`config.mk`:
```
export PLATFORM = sky130hd
export DESIGN_NAME = decode_stage
export DESIGN_NICKNAME = d
export VERILOG_FILES = /design/src/rtl/decode_stage.sv
export SDC_FILE = /design/constraint.sdc
export NUM_CORES = 1
export LEC_CHECK = 0
export ABC_AREA = 1
export CAP_MARGIN = 10
export CORE_ASPECT_RATIO = 1.1
export CORE_MARGIN = 5
export CORE_UTILIZATION = 52
export CTS_CLUSTER_DIAMETER = 40
export DETAILED_ROUTE_END_ITERATION = 16
export PLACE_DENSITY_LB_ADDON = 0.12
export SETUP_SLACK_MARGIN = 0.5
export SYNTH_ARGS = -nofsm -noshare
export SYNTH_HDL_FRONTEND = slang
export SYNTH_SLANG_ARGS = --single-unit
```
`constraint.sdc`:
```
create_clock -name clk -period 5.75 [get_ports clk]
set_input_delay 1.15 -clock clk [delete_from_list [all_inputs] [get_ports clk]]
set_output_delay 1.15 -clock clk [all_outputs]
set_load 0.005 [all_outputs]
```
`src/rtl/decode_stage.sv`:
```
// RV32I/RV32E decode stage: combinational decode of the fetched word, buffered
// in a small valid/ready output queue that can be flushed on a pipeline redirect.

package decode_stage_pkg;

    typedef enum logic [2:0] {
        OPT_R = 3'd0,
        OPT_I = 3'd1,
        OPT_S = 3'd2,
        OPT_B = 3'd3,
        OPT_U = 3'd4,
        OPT_J = 3'd5
    } optype_e;

    typedef enum logic [3:0] {
        ALU_ADD  = 4'd0,
        ALU_SUB  = 4'd1,
        ALU_SLL  = 4'd2,
        ALU_SLT  = 4'd3,
        ALU_SLTU = 4'd4,
        ALU_XOR  = 4'd5,
        ALU_SRL  = 4'd6,
        ALU_SRA  = 4'd7,
        ALU_OR   = 4'd8,
        ALU_AND  = 4'd9,
        ALU_BEQ  = 4'd10,
        ALU_BNE  = 4'd11,
        ALU_BLT  = 4'd12,
        ALU_BGE  = 4'd13,
        ALU_BLTU = 4'd14,
        ALU_BGEU = 4'd15
    } alu_op_e;

    typedef struct packed {
        logic [6:0] funct7;
        logic [4:0] rs2;
        logic [4:0] rs1;
        logic [2:0] funct3;
        logic [4:0] rd;
        logic [6:0] opcode;
    } rv32i_fields_t;

    typedef union packed {
        logic [31:0]   raw;
        rv32i_fields_t f;
    } rv32i_inst_u;

    localparam logic [6:0] OPC_LUI    = 7'b0110111;
    localparam logic [6:0] OPC_AUIPC  = 7'b0010111;
    localparam logic [6:0] OPC_JAL    = 7'b1101111;
    localparam logic [6:0] OPC_JALR   = 7'b1100111;
    localparam logic [6:0] OPC_BRANCH = 7'b1100011;
    localparam logic [6:0] OPC_LOAD   = 7'b0000011;
    localparam logic [6:0] OPC_STORE  = 7'b0100011;
    localparam logic [6:0] OPC_OPIMM  = 7'b0010011;
    localparam logic [6:0] OPC_OP     = 7'b0110011;
    localparam logic [6:0] OPC_FENCE  = 7'b0001111;
    localparam logic [6:0] OPC_SYSTEM = 7'b1110011;

endpackage

module decode_stage
    import decode_stage_pkg::*;
#(
    parameter int DEPTH    = 2,
    parameter int NUM_REGS = 32,
    localparam int RA_W    = $clog2(NUM_REGS)
) (
    input  logic            clk,
    input  logic            rst_n,
    input  logic            flush,
    input  logic            in_valid,
    output logic            in_ready,
    input  rv32i_inst_u     in_instr,
    input  logic [31:0]     in_pc,
    output logic            out_valid,
    input  logic            out_ready,
    output logic [31:0]     out_pc,
    output logic [RA_W-1:0] out_rs1,
    output logic [RA_W-1:0] out_rs2,
    output logic [RA_W-1:0] out_rd,
    output logic [31:0]     out_imm,
    output optype_e         out_optype,
    output alu_op_e         out_alu_op,
    output logic            out_r_we,
    output logic            out_m_we,
    output logic            out_m_re,
    output logic            out_illegal
);

    localparam int PTR_W = (DEPTH > 1) ? $clog2(DEPTH) : 1;
    localparam int CNT_W = $clog2(DEPTH + 1);

    typedef struct packed {
        logic [31:0]     pc;
        logic [RA_W-1:0] rs1;
        logic [RA_W-1:0] rs2;
        logic [RA_W-1:0] rd;
        logic [31:0]     imm;
        optype_e         optype;
        alu_op_e         alu_op;
        logic            r_we;
        logic            m_we;
        logic            m_re;
        logic            illegal;
    } entry_t;

    function automatic alu_op_e arith_op(input logic [2:0] f3, input logic alt);
        case (f3)
            3'd0:    return alt ? ALU_SUB : ALU_ADD;
            3'd1:    return ALU_SLL;
            3'd2:    return ALU_SLT;
            3'd3:    return ALU_SLTU;
            3'd4:    return ALU_XOR;
            3'd5:    return alt ? ALU_SRA : ALU_SRL;
            3'd6:    return ALU_OR;
            default: return ALU_AND;
        endcase
    endfunction

    function automatic alu_op_e branch_op(input logic [2:0] f3);
        case (f3)
            3'd0:    return ALU_BEQ;
            3'd1:    return ALU_BNE;
            3'd4:    return ALU_BLT;
            3'd5:    return ALU_BGE;
            3'd6:    return ALU_BLTU;
            3'd7:    return ALU_BGEU;
            default: return ALU_ADD;
        endcase
    endfunction

    function automatic logic reg_oob(input logic [4:0] idx);
        return int'(idx) >= NUM_REGS;
    endfunction

    logic [6:0]  opcode;
    logic [2:0]  funct3;
    logic [6:0]  funct7;
    logic [4:0]  rs1_f, rs2_f, rd_f;
    logic [31:0] imm_i, imm_s, imm_b, imm_u, imm_j;
    logic        use_rs1, use_rs2, use_rd, no_wb, bad;
    entry_t      dec;

    assign opcode = in_instr.f.opcode;
    assign funct3 = in_instr.f.funct3;
    assign funct7 = in_instr.f.funct7;
    assign rs1_f  = in_instr.f.rs1;
    assign rs2_f  = in_instr.f.rs2;
    assign rd_f   = in_instr.f.rd;

    assign imm_i = {{20{in_instr.raw[31]}}, in_instr.raw[31:20]};
    assign imm_s = {{20{in_instr.raw[31]}}, in_instr.raw[31:25], in_instr.raw[11:7]};
    assign imm_b = {{19{in_instr.raw[31]}}, in_instr.raw[31], in_instr.raw[7],
                    in_instr.raw[30:25], in_instr.raw[11:8], 1'b0};
    assign imm_u = {in_instr.raw[31:12], 12'h000};
    assign imm_j = {{11{in_instr.raw[31]}}, in_instr.raw[31], in_instr.raw[19:12],
                    in_instr.raw[20], in_instr.raw[30:21], 1'b0};

    // Illegal words still take a queue slot, but with every side effect cleared.
    always_comb begin
        dec     = '0;
        dec.pc  = in_pc;
        use_rs1 = 1'b0;
        use_rs2 = 1'b0;
        use_rd  = 1'b0;
        no_wb   = 1'b0;
        bad     = 1'b0;
        case (opcode)
            OPC_LUI, OPC_AUIPC: begin
                dec.optype = OPT_U; dec.imm = imm_u; use_rd = 1'b1;
            end
            OPC_JAL: begin
                dec.optype = OPT_J; dec.imm = imm_j; use_rd = 1'b1;
            end
            OPC_JALR: begin
                dec.optype = OPT_I; dec.imm = imm_i; use_rs1 = 1'b1; use_rd = 1'b1;
                bad = (funct3 != 3'd0);
            end
            OPC_LOAD: begin
                dec.optype = OPT_I; dec.imm = imm_i; use_rs1 = 1'b1; use_rd = 1'b1;
                dec.m_re = 1'b1;
                bad = !(funct3 inside {3'd0, 3'd1, 3'd2, 3'd4, 3'd5});
            end
            OPC_STORE: begin
                dec.optype = OPT_S; dec.imm = imm_s; use_rs1 = 1'b1; use_rs2 = 1'b1;
                dec.m_we = 1'b1;
                bad = (funct3 > 3'd2);
            end
            OPC_BRANCH: begin
                dec.optype = OPT_B; dec.imm = imm_b; use_rs1 = 1'b1; use_rs2 = 1'b1;
                dec.alu_op = branch_op(funct3);
                bad = (funct3 inside {3'd2, 3'd3});
            end
            OPC_OPIMM: begin
                dec.optype = OPT_I; dec.imm = imm_i; use_rs1 = 1'b1; use_rd = 1'b1;
                dec.alu_op = arith_op(funct3, (funct3 == 3'd5) && funct7[5]);
                bad = ((funct3 == 3'd1) && (funct7 != 7'h00)) ||
                      ((funct3 == 3'd5) && !(funct7 inside {7'h00, 7'h20}));
            end
            OPC_OP: begin
                dec.optype = OPT_R; use_rs1 = 1'b1; use_rs2 = 1'b1; use_rd = 1'b1;
                dec.alu_op = arith_op(funct3, funct7[5]);
                bad = !(funct7 inside {7'h00, 7'h20}) ||
                      ((funct7 == 7'h20) && !(funct3 inside {3'd0, 3'd5}));
            end
            OPC_FENCE, OPC_SYSTEM: begin
                dec.optype = OPT_I; dec.imm = imm_i; use_rs1 = 1'b1; use_rd = 1'b1;
                no_wb = 1'b1;
            end
            default: bad = 1'b1;
        endcase
        bad = bad || (in_instr.raw[1:0] != 2'b11) ||
              (use_rs1 && reg_oob(rs1_f)) || (use_rs2 && reg_oob(rs2_f)) ||
              (use_rd && reg_oob(rd_f));
        dec.rs1  = use_rs1 ? rs1_f[RA_W-1:0] : '0;
        dec.rs2  = use_rs2 ? rs2_f[RA_W-1:0] : '0;
        dec.rd   = use_rd  ? rd_f[RA_W-1:0]  : '0;
        dec.r_we = use_rd && !no_wb && (rd_f != 5'd0);
        if (bad) begin
            dec.illegal = 1'b1;
            dec.imm     = '0;
            dec.alu_op  = ALU_ADD;
            dec.r_we    = 1'b0;
            dec.m_we    = 1'b0;
            dec.m_re    = 1'b0;
        end
    end

    entry_t           mem [DEPTH];
    entry_t           head;
    logic [PTR_W-1:0] wr_ptr, rd_ptr;
    logic [CNT_W-1:0] count;
    logic             push, pop;

    assign in_ready  = (count < CNT_W'(DEPTH));
    assign out_valid = (count != '0);
    assign push      = in_valid && in_ready && !flush;
    assign pop       = out_valid && out_ready && !flush;

    always_ff @(posedge clk or negedge rst_n) begin
        if (!rst_n) begin
            wr_ptr <= '0;
            rd_ptr <= '0;
            count  <= '0;
        end else if (flush) begin
            wr_ptr <= '0;
            rd_ptr <= '0;
            count  <= '0;
        end else begin
            if (push) wr_ptr <= (wr_ptr == PTR_W'(DEPTH - 1)) ? '0 : wr_ptr + 1'b1;
            if (pop)  rd_ptr <= (rd_ptr == PTR_W'(DEPTH - 1)) ? '0 : rd_ptr + 1'b1;
            case ({push, pop})
                2'b10:   count <= count + 1'b1;
                2'b01:   count <= count - 1'b1;
                default: count <= count;
            endcase
        end
    end

    // Storage needs no reset: the head is masked to zero whenever the queue is empty.
    always_ff @(posedge clk) begin
        if (push) mem[wr_ptr] <= dec;
    end

    assign head        = out_valid ? mem[rd_ptr] : '0;
    assign out_pc      = head.pc;
    assign out_rs1     = head.rs1;
    assign out_rs2     = head.rs2;
    assign out_rd      = head.rd;
    assign out_imm     = head.imm;
    assign out_optype  = head.optype;
    assign out_alu_op  = head.alu_op;
    assign out_r_we    = head.r_we;
    assign out_m_we    = head.m_we;
    assign out_m_re    = head.m_re;
    assign out_illegal = head.illegal;

endmodule

```
# [Yosys cells after proc, flatten, opt, wreduce, memory -nomap -nowiden]
# Memory sizes are Yosys's and may differ from the RTL's.
# Cells that the tools add are included.
[classes] addsub=4 order_cmp=2 n_eq_ne=22 muxes=33 n_reduce_logical=38
[ops] cell="32-bit one-hot mux with 5 select lines" n=1
[ops] cell="90-bit 2-to-1 mux" n=1
[ops] cell="4-bit one-hot mux with 7 select lines" n=2
[ops] cell="32-bit 2-to-1 mux" n=1
[ops] cell="7-bit by 6-bit equality test with 1-bit output, second input constant" n=4
[ops] cell="7-bit equality test, second input constant" n=4
[ops] cell="4-bit one-hot mux with 6 select lines" n=1
[ops] cell="1-bit 2-to-1 mux" n=18
[ops] cell="5-bit 2-to-1 mux" n=3
[ops] cell="3-bit one-hot mux with 5 select lines" n=1
[ops] cell="7-bit by 5-bit equality test with 1-bit output, second input constant" n=2
[ops] cell="3-bit equality test, second input constant" n=4
[ops] cell="4-bit one-hot mux with 3 select lines" n=1
[ops] cell="2-bit nonzero test" n=6
[ops] cell="1-bit logical AND" n=10
[ops] cell="5-bit nonzero test" n=2
[ops] cell="5-bit OR reduction" n=2
[ops] cell="9-bit OR reduction" n=1
[ops] cell="8-bit 2-to-1 mux" n=1
[ops] cell="8-bit OR reduction" n=1
[ops] cell="7-bit by 2-bit equality test with 1-bit output, second input constant" n=1
[ops] cell="7-bit by 4-bit equality test with 1-bit output, second input constant" n=1
[ops] cell="7-bit zero test" n=1
[ops] cell="1-bit one-hot mux with 7 select lines" n=1
[ops] cell="other kinds (19)" n=29
[totals] register_bits=4 ramBits=180 inputBits=69 output_inout_bits=92 word_cells=103 n_memories=1
[memory_table] name="mem" depth=2 word_bits=90 read_ports=1 rd_ports_with_merged_regs=0 wr=1 line_no="230" rtl="entry_t mem [DEPTH];"

# [Depth between registers and ports, before layout]
# Gate-level depths: netlist (run 1).
[depth] depth_word=8 ltp_mapped=13 ltp_nobuf=11

# [Least setup slack after synthesis (run 1)]
# Ideal clock, no wire load.
[synth_path] kind="in2reg" startpoint="in flush" endpoint="mem mem[0][0] (netlist name), enable pin" setup_ns=0.540 arrival_time_ns=5.081 required_time_ns=5.210 slack_ns=0.129 path_stages=3 n_path_buf=0 cell_sequence="inv_1 > nand3_1 > nor2_1"
[synth_between] elab_chain_cells=4
[synth_rtl] element="start: declaration" line_no="71" rtl="input logic flush,"
[synth_rtl] element="1-bit zero test" line_no="238" rtl="assign push = in_valid && in_ready && !flush;"
[synth_rtl] element="1-bit logical AND" line_no="238"
[synth_rtl] element="1-bit 2-to-1 mux" line_no="263" rtl="if (push) mem[wr_ptr] <= dec;"
[synth_rtl] element="1-bit 2-to-1 mux (not written as such)" line_no="263"
[synth_rtl] element="end: declaration" line_no="230"
# Every way passes these cells.

# [Final worst setup path (run 1)]
[layout_path] startpoint="reg rd_ptr" endpoint="out out_m_re"
[layout_between] elab_chain_cells=2
[layout_rtl] element="start: declaration" line_no="232" rtl="logic [PTR_W-1:0] wr_ptr, rd_ptr;"
[layout_rtl] element="start signal: assignment" line_no="252" rtl="if (pop) rd_ptr <= (rd_ptr == PTR_W'(DEPTH - 1)) ? '0 : rd_ptr + 1'b1;"
[layout_rtl] element="memory read 2 x 90 bit"
[layout_rtl] element="90-bit 2-to-1 mux" line_no="266" rtl="assign head = out_valid ? mem[rd_ptr] : '0;"
[layout_rtl] element="end: declaration" line_no="87" rtl="output logic out_m_re,"
# Every way passes these cells.

==> out/qor.yml, run 1 <==
drt:
  vias: 5964
  drt-total-wl_um: 20100
  final_antenna_net_count: 0
  drt_iter0_drc: 447
  drt-pass1-iter-count: 5
  viasPerCell: 5.32
  drc: 0
  wire_per_inst_um: 17.9
placed_design:
  gp_congestion: 0.884
  port_buffers: 160
  hpwl_um: 13500
  dp.cells: 1090
  place_ws_ps: 1570
  placed_cell_area_um2: 10000
power_and_ir_drop:
  p_per_area_nw_per_um2: 335
  p_total_mw: 3.54
  p_leak_nw: 3.72
  vdd_drop_max_mv: 0.159
yosys:
  ys.flop_type: "edfxtp_1"
  synth_warnings: 0
  ys_types: 28
  yosysMostFrequentCell: "nand2_1"
  ys_top_cells_by_count: "227 x nand2_1, 180 x edfxtp_1, 110 x a21oi_1"
  synth_nets: 838
  synthCells: 763
  synth_area_um2: 8240
  synth-edff-count: 180
  synth-seq-area-share_pct: 66.8
  yosysTopAreaCell: "edfxtp_1"
  postSynthAreaPerCell_um2: 10.8
  synth_area_leaders: "edfxtp_1 66%, nand2_1 10%, a21oi_1 6.7%, nor2_4 3.1%, nor2_1 3.0%"
  synth_top_area_share_pct: 65.6
  synth-seq-cells: 184
  async_reset_ff_share_pct: 2.17
die:
  fp-row-count: 48
  die_w_um: 130
  dieArea_um2: 18500
  fp.dieH_um: 142
  num_io_pins: 161
  start_util_pct: 52.8
  coreArea_um2: 15600
clock_network:
  cts_tree: "yes"
  h-tree-depth: 4
  cts_buffers: 17
  clk_pin_slew_worst_paths_ps: 60
  clockBufferDepth: 2
  ctsResizeCount: 0
  clk_latency_ps: 430
  root_buffer: "clkbuf_16"
  numClockSinks: 184
  cts_setup_buffers: 0
  cts-hold-fix-buffers: 0
min_path:
  min_from: "count[1]$_DFFE_PN0P_"
  whs_path_depth: 2
  hp-class: "reg2reg"
global_routing:
  grt_max_degree: 92
  grt_overflow: 0
  grt_antenna_before_repair: 0
  track_usage_pct: 22.4
  grt_pass1_wl_um: 31900
  grt_pass1_vias: 5982
finish:
  fin_nets: 984
  synthToLayoutAreaGrowth_pct: 28.4
  finalInstanceArea_um2: 10600
  seqCellArea_um2: 5510
  num-fill-cells: 1192
  antenna_cells: 0
  multi_input_area_um2: 2400
  finish.utilization_pct: 67.8
  drive_gt1_share_pct: 8.89
  final_cells: 1122
timing:
  fin_skew_ps: 7.33
  finalSetupViolCount: 0
  setup_tns_ps: 0
  fin_ws_ps: 1710
  slew_headroom_pct: 32.9
  maxSlewViolCount: 0
  hold_slack_ps: 634
  max_freq_mhz: 248
  finalHoldViolCount: 0
  tightest_slew_ps: 1010
  rsz0062_at_grt: "no"
  fin_crit_sh_pct: 70.3
  fin_crit_ps: 4040
worst_setup_path:
  worstPathRequired_ps: 4600
  end_kind: "primary output"
  crit_arrival_ps: 2890
  path_max_fanout: 46
  r2r_slack_ps: 3440
  timing.rr.end: "mem[0][36]$_DFFE_PP_"
  rr_worst_depth: 4
  crit_start: "rd_ptr$_DFFE_PN0P_"
  start_kind: "flip-flop"
  path_class: "reg2out"
  r2r_start: "count[1]$_DFFE_PN0P_"
  setup.worst_path.end: "out_m_re"
run_status:
  outcome: "finished clean"
job:
  cap_violations: 0
## sequential cells by signal, summed over array words and instances, names as in the netlist
signal  cells
rd_ptr      1
wr_ptr      1
count       2
mem       180
## critical path: stages, from the launching register on
cell and delay [ps]:
dfrtp_2 420, inv_2 610, buf_4 560, nand2_1 120, a21oi_1 180, clkdlybuf4s50_1 530
## cell usage in the layout, fill, tap and decap left out, types with 2 or more instances in the layout
cell type and count:
nand2_1 227, edfxtp_1 180, clkdlybuf4s50_1 160, a21oi_1 110
nor2_1 63, inv_1 39, nor2_4 26, clkbuf_16 17
nand3_1 15, a22oi_1 12, nand2_2 8, o21ai_0 7
nor3_1 6, ha_1 6, inv_2 5, clkinv_4 5
nand4_1 4, inv_6 4, buf_4 4, nor2_2 3
a21boi_0 3, dfrtp_1 3, clkinv_8 2, buf_12 2
## where the power goes
group / total [mW] / switching [mW] / internal (mW)
clock: 1.13 / 0.521 / 0.614
sequential: 1.57 / 0.0218 / 1.55
combinational: 0.840 / 0.436 / 0.404
## worst min path at each step
| stage | to | slack [ps] |
|---|---|---|
| detailed placement | count[1]$_DFFE_PN0P_ | 620 |
| global placement | count[1]$_DFFE_PN0P_ | 580 |
| finish | count[1]$_DFFE_PN0P_ | 630 |
| floorplan | count[1]$_DFFE_PN0P_ | 520 |
| global route | count[1]$_DFFE_PN0P_ | 690 |
| CTS | count[1]$_DFFE_PN0P_ | 630 |
## cells by family (layout without fill, tap and decap cells)
| family | after synthesis | count (layout) | share of synthesized area (%) |
|---|---|---|---|
| buffers and inverters | 83 | 242 | 4.36 |
| DFF | 184 | 184 | 66.8 |
| AOI/OAI and AO/OA | 136 | 136 | 8.85 |
| adders and majority gates | 6 | 6 | 0.911 |
| and+or+nand+nor | 354 | 354 | 19.1 |
## routing by layer
| layer | routed length (um) | GRT usage (%) | share of wire (%) | vias up |
|---|---|---|---|---|
| li1 | - | - | - | 2893 |
| met1 | 8090 | 28.6 | 40 | 2869 |
| met2 | 10400 | 38.1 | 52 | 181 |
| met3 | 1310 | 5.37 | 6.5 | 21 |
| met4 | 278 | 6.35 | 1.4 | 0 |
| met5 | 0 | 0 | 0 | - |
## layout make-up
| type | count | share of cell area (%) |
|---|---|---|
| timing repair buffer | 166 | 15.8 |
| clock inverter | 15 | 1.55 |
| sequential | 184 | 52.0 |
| clock buffer | 17 | 4.02 |
| inverter | 44 | 1.56 |
| tap | 200 | 2.36 |
| multi-input combinational | 496 | 22.7 |
(Power assumes the default switching activity.)
==> run 2: changes to the inputs <==
Clock period 5.75 ns to 3.91 ns, I/O delays scaled along.
==> out/qor.yml, run 2 (synthesis results as in run 1) <==
run_status:
  outcome: "finished clean"
die:
  fp.dieH_um: 142  # unchanged
  start_util_pct: 52.8  # unchanged
  fp-row-count: 48  # unchanged
  num_io_pins: 161  # unchanged
  coreArea_um2: 15600  # unchanged
  dieArea_um2: 18500  # unchanged
  die_w_um: 130  # unchanged
clock_network:
  clk_pin_slew_worst_paths_ps: 70  # about the same
  clockBufferDepth: 2  # unchanged
  cts_tree: "yes"
  h-tree-depth: 4  # unchanged
  cts_buffers: 17  # unchanged
  numClockSinks: 184  # unchanged
  root_buffer: "clkbuf_16"
  clk_latency_ps: 430  # about the same
drt:
  drc: 0  # unchanged
  drt-pass1-iter-count: 7  # +2
  wire_per_inst_um: 18.1  # +1.2%
  final_antenna_net_count: 0  # unchanged
  drt_iter0_drc: 532  # +19%
  viasPerCell: 5.31  # about the same
  vias: 6026  # +1.0%
  drt-total-wl_um: 20600  # +2.3%
placed_design:
  hpwl_um: 14100  # +4.3%
  port_buffers: 160  # unchanged
  gp_congestion: 0.898  # +1.6%
  place_ws_ps: 600  # -969 ps
timing:
  finalHoldViolCount: 0  # unchanged
  tightest_slew_ps: 827  # -179 ps
  fin_skew_ps: 6.34  # -0.995 ps
  fin_ws_ps: 723  # -987 ps
  max_freq_mhz: 314
  maxSlewViolCount: 0  # unchanged
  finalSetupViolCount: 0  # unchanged
  fin_crit_ps: 3190
  rsz0062_at_grt: "no"
  fin_crit_sh_pct: 81.5
  slew_headroom_pct: 44.8  # +12 points
  setup_tns_ps: 0  # unchanged
global_routing:
  grt_overflow: 0  # unchanged
  track_usage_pct: 22.5  # +0.16 points
  grt_antenna_before_repair: 0  # unchanged
  grt_pass1_vias: 6097  # +1.9%
  grt_pass1_wl_um: 32100  # +0.52%
  grt_max_degree: 65  # -29%
worst_setup_path:
  crit_slowest_cell: "dfrtp_4"
  crit_family: "buffers and inverters"
  path_class: "reg2out"
  worstPathRequired_ps: 3130  # -1470 ps
  path_buf_inv: 3  # unchanged
  crit_chain: "inv_2 -> buf_12 -> nand2_1 -> a21oi_1 -> clkdlybuf4s50_1"
  path_max_fanout: 64  # +39%
  end_kind: "primary output"
  max_stage_delay_ps: 630  # +20 ps
  crit_arrival_ps: 2400  # -490 ps
  start_kind: "flip-flop"
finish:
  num-fill-cells: 1164  # -2.3%
  antenna_cells: 0  # unchanged
  synthToLayoutAreaGrowth_pct: 30.0
  biggestRegsByFlops: "mem: 180 flops, count: 2 flops"
  fin_nets: 996  # +1.2%
  final_common_cell: "nand2_1"
  top_register: "mem"
  drive_gt1_share_pct: 10.2  # +1.3 points
  largest_register_ff_count: 180  # unchanged
  mostFrequentLayoutCells: "227 x nand2_1, 180 x edfxtp_1, 160 x clkdlybuf4s50_1"
  finish.utilization_pct: 68.7  # +0.87 points
power_and_ir_drop:
  p_sw_share_pct: 28.0  # +0.42 points
  seq_power_share_pct: 43.9  # -0.4 points
  power_switching_mw: 1.49  # +52%
  comb_power_share_pct: 23.7  # about the same
  p_leak_nw: 3.81  # +2.2%
  p_total_mw: 5.30  # +49%
  vdd_drop_max_mv: 0.324  # +100%
  p_int_mw: 3.81  # +49%
  p_clk_share_pct: 32.4  # +0.4 points
  p_per_area_nw_per_um2: 494  # +47%
job:
  cap_violations: 0  # unchanged
min_path:
  hp-class: "in2async"
## run 2: changes by cell type in the layout (fill, tap and decap cells not counted), sizes merged
cell,delta
clkinv,-3
buf,+12
inv,+3
## run 2: power groups by stage
| stage | combinational [mW] | clock (mW) | sequential, mW |
|---|---|---|---|
| final | 1.26 | 1.71 | 2.32 |
| after global routing | 1.37 | 1.84 | 2.34 |
| after CTS | 1.26 | 1.75 | 2.34 |
| after detailed placement | 1.25 | 0 | 2.38 |
| after global placement | 1.24 | 0 | 2.37 |
| after floorplan | 0.515 | 0 | 2.35 |
## run 2: routing by layer
metal	track usage [%]	vias to the layer above	part of all wire [%]
met5	0	-	0
met4	5.03	0	1.1
met3	5.59	23	6.5
met2	39.3	189	52
met1	28.4	2899	40
li1	-	2915	-
## run 2: worst paths after layout
path	from	end	slack (ps)	depth (start not counted)
setup / recovery	rd_ptr$_DFFE_PN0P_	out_imm[26]	720	5
max in group asynchronous	rst_n	rd_ptr$_DFFE_PN0P_	3150	1
setup reg to reg	count[0]$_DFFE_PN0P_	count[1]$_DFFE_PN0P_	1710	8
hold / removal	rst_n	count[0]$_DFFE_PN0P_	560	1
min in group clk	count[1]$_DFFE_PN0P_	count[1]$_DFFE_PN0P_	610	2
hold reg to reg	count[1]$_DFFE_PN0P_	count[1]$_DFFE_PN0P_	610	2
## run 2: stage by stage
stage	instances	hold WS, ps	instance area (um^2)
CTS	1133	546	10700
detailed placement	1101	609	10100
finish	1134	560	10700
global route	1134	562	10700
global placement	1101	588	10100
floorplan	763	486	8250
## run 2: final cells by class
type	instances	area, um^2	share of cell area (%)
clock buffers	17	425	3.97
clock inverters	15	175	1.63
inverters	44	165	1.54
multi-input cells	496	2400	22.4
flip-flops and latches	184	5510	51.4
well taps	200	250	2.33
repair buffers	178	1790	16.7
## run 2: what timing repair did
item                                    in CTS  in global routing
endpoints found under the setup margin      11                  1
resized for setup                            1                  0
setup buffers                                0                  1
hold buffers                                 0                  0
==> run 3: changes to the inputs <==
Clock period 3.91 ns to 3 ns, I/O delays scaled along.
==> out/qor.yml, run 3 (synthesis results as in run 1) <==
finish:
  biggestRegsByFlops: "mem: 180 flops, count: 2 flops"
  final_common_cell: "nand2_1"
  top_register: "mem"
  fin_nets: 1025  # +2.9%
  largest_register_ff_count: 180  # unchanged
  antenna_cells: 0  # unchanged
  mostFrequentLayoutCells: "227 x nand2_1, 180 x edfxtp_1, 91 x a21oi_1"
  drive_gt1_share_pct: 16.4  # +6.2 points
  finish.utilization_pct: 72.9  # +4.3 points
  synthToLayoutAreaGrowth_pct: 38.2
global_routing:
  grt_max_degree: 59  # -9.2%
  grt_pass1_vias: 6401  # +5.0%
  track_usage_pct: 25.7  # +3.2 points
  use_met1_pct: 34.9  # +6.5 points
  grt_pass1_wl_um: 35800  # +12%
  grt_use_met3_pct: 5.41  # -0.19 points
  grt_antenna_before_repair: 0  # unchanged
  grt_overflow: 0  # unchanged
  busiest_layer: "met2"
  grtUsageMet2_pct: 42.4  # +3.2 points
drt:
  final_antenna_net_count: 0  # unchanged
  viasPerCell: 5.64  # +6.1%
  drt-pass1-iter-count: 6  # -1
  vias: 6557  # +8.8%
  drt-total-wl_um: 25200  # +23%
  wire_per_inst_um: 21.7  # +20%
  drc: 0  # unchanged
  drt_iter0_drc: 516  # -3.0%
power_and_ir_drop:
  vdd_drop_max_mv: 0.396  # +22%
  p_total_mw: 7.29  # +38%
  p_per_area_nw_per_um2: 640  # +30%
  p_leak_nw: 4.79  # +26%
timing:
  tightest_slew_ps: 467  # -361 ps
  finalSetupViolCount: 0  # unchanged
  hold_slack_ps: 379  # -181 ps
  fin_crit_ps: 2680
  fin_skew_ps: 8.51  # +2.17 ps
  finalHoldViolCount: 0  # unchanged
  slew_headroom_pct: 68.9  # +24 points
  max_freq_mhz: 373
  setup_tns_ps: 0  # unchanged
  maxSlewViolCount: 0  # unchanged
  fin_crit_sh_pct: 89.4
  rsz0062_at_grt: "yes"
clock_network:
  cts_buffers: 17  # unchanged
  root_buffer: "clkbuf_16"
  clk_pin_slew_worst_paths_ps: 70  # about the same
  cts_tree: "yes"
  clockBufferDepth: 2  # unchanged
  h-tree-depth: 4  # unchanged
  numClockSinks: 184  # unchanged
  clk_latency_ps: 420  # about the same
  cts-hold-fix-buffers: 0  # unchanged
job:
  cap_violations: 0  # unchanged
die:
  die_w_um: 130  # unchanged
  fp.dieH_um: 142  # unchanged
  num_io_pins: 161  # unchanged
  fp-row-count: 48  # unchanged
  coreArea_um2: 15600  # unchanged
  dieArea_um2: 18500  # unchanged
  start_util_pct: 52.8  # unchanged
placed_design:
  gp_congestion: 0.934  # +4.0%
  hpwl_um: 14200  # +1.1%
  port_buffers: 160  # unchanged
run_status:
  outcome: "finished clean"
worst_setup_path:
  path_class: "reg2out"
  path_max_fanout: 16  # -75%
  worstPathRequired_ps: 2400  # -730 ps
  rr_worst_depth: 9  # +1
  start_kind: "flip-flop"
  crit_chain: "inv_8 -> buf_12 -> buf_16 -> nand2_1 -> a21oi_2 -> clkdlybuf4s50_1"
  max_stage_delay_ps: 520  # -110 ps
  crit_arrival_ps: 2080  # -320 ps
  end_kind: "primary output"
  crit_slowest_cell: "clkdlybuf4s50_1"
min_path:
  hp-class: "in2async"
[run 3: changes by cell type in the layout (fill, tap and decap cells not counted), moves of 8 or more]
cell             delta
buf_12              +8
a21oi_2            +18
dlymetal6s2s_1     +40
dlygate4sd2_1      +32
buf_4              +10
clkdlybuf4s50_1    -82
a21oi_1            -19
clkbuf_2           +10
[run 3: final cells by class]
type                       count  area (um^2)
inverter                      44          185
timing repair buffer         207         2330
tap                          200          250
fill                        1079         4230
clock inverter                15          184
multi-input combinational    496         2510
sequential                   184         5510
clock buffer                  17          425
[run 3: path summary, 6_finish.rpt]
check	slack, ps	end	startpoint
max in group asynchronous	2430	rd_ptr$_DFFE_PN0P_	rst_n
hold reg to reg	600	count[1]$_DFFE_PN0P_	count[1]$_DFFE_PN0P_
min in group clk	600	count[1]$_DFFE_PN0P_	count[1]$_DFFE_PN0P_
hold / removal	380	count[0]$_DFFE_PN0P_	rst_n
setup reg to reg	1240	count[1]$_DFFE_PN0P_	count[0]$_DFFE_PN0P_
setup / recovery	320	out_pc[0]	rd_ptr$_DFFE_PN0P_
[run 3: worst max-delay path, delay by kind of cell, from the launching register on]
kind            cells  cell delay, ps
compound gates      1             140
buf+inv             4             920
flops               1             500
simple gates        1              90
[run 3: repair_timing]
action | CTS | global route
setup buffers | 7 | 8
pin swaps | 0 | 4
cloned | 7 | 4
setup endpoints to repair | 91 | 101
resized for setup | 56 | 84
[run 3: stage by stage]
| stage | instances | cell area [um^2] | setup slack, ps |
|---|---|---|---|
| after floorplan | 763 | 8280 | 490 |
| after global placement | 1105 | 10200 | 176 |
| after detailed placement | 1105 | 10200 | 164 |
| after CTS | 1151 | 11100 | 296 |
| after global routing | 1163 | 11400 | 241 |
| final | 1163 | 11400 | 317 |
[run 3: power breakdown]
group          total (mW)  internal, mW  switching, mW  leakage [nW]
clock                2.30          1.27           1.03         0.297
sequential           3.02          2.97         0.0539          1.65
combinational        1.97         0.908           1.06          2.85
[run 3: routing by layer]
layer / part of all wire [%] / vias up / wire, um
li1: - / 2988 / -
met3: 7.6 / 35 / 1910
met5: 0 / - / 0
met4: 2.1 / 0 / 542
met1: 39 / 3213 / 9920
met2: 51 / 321 / 12900
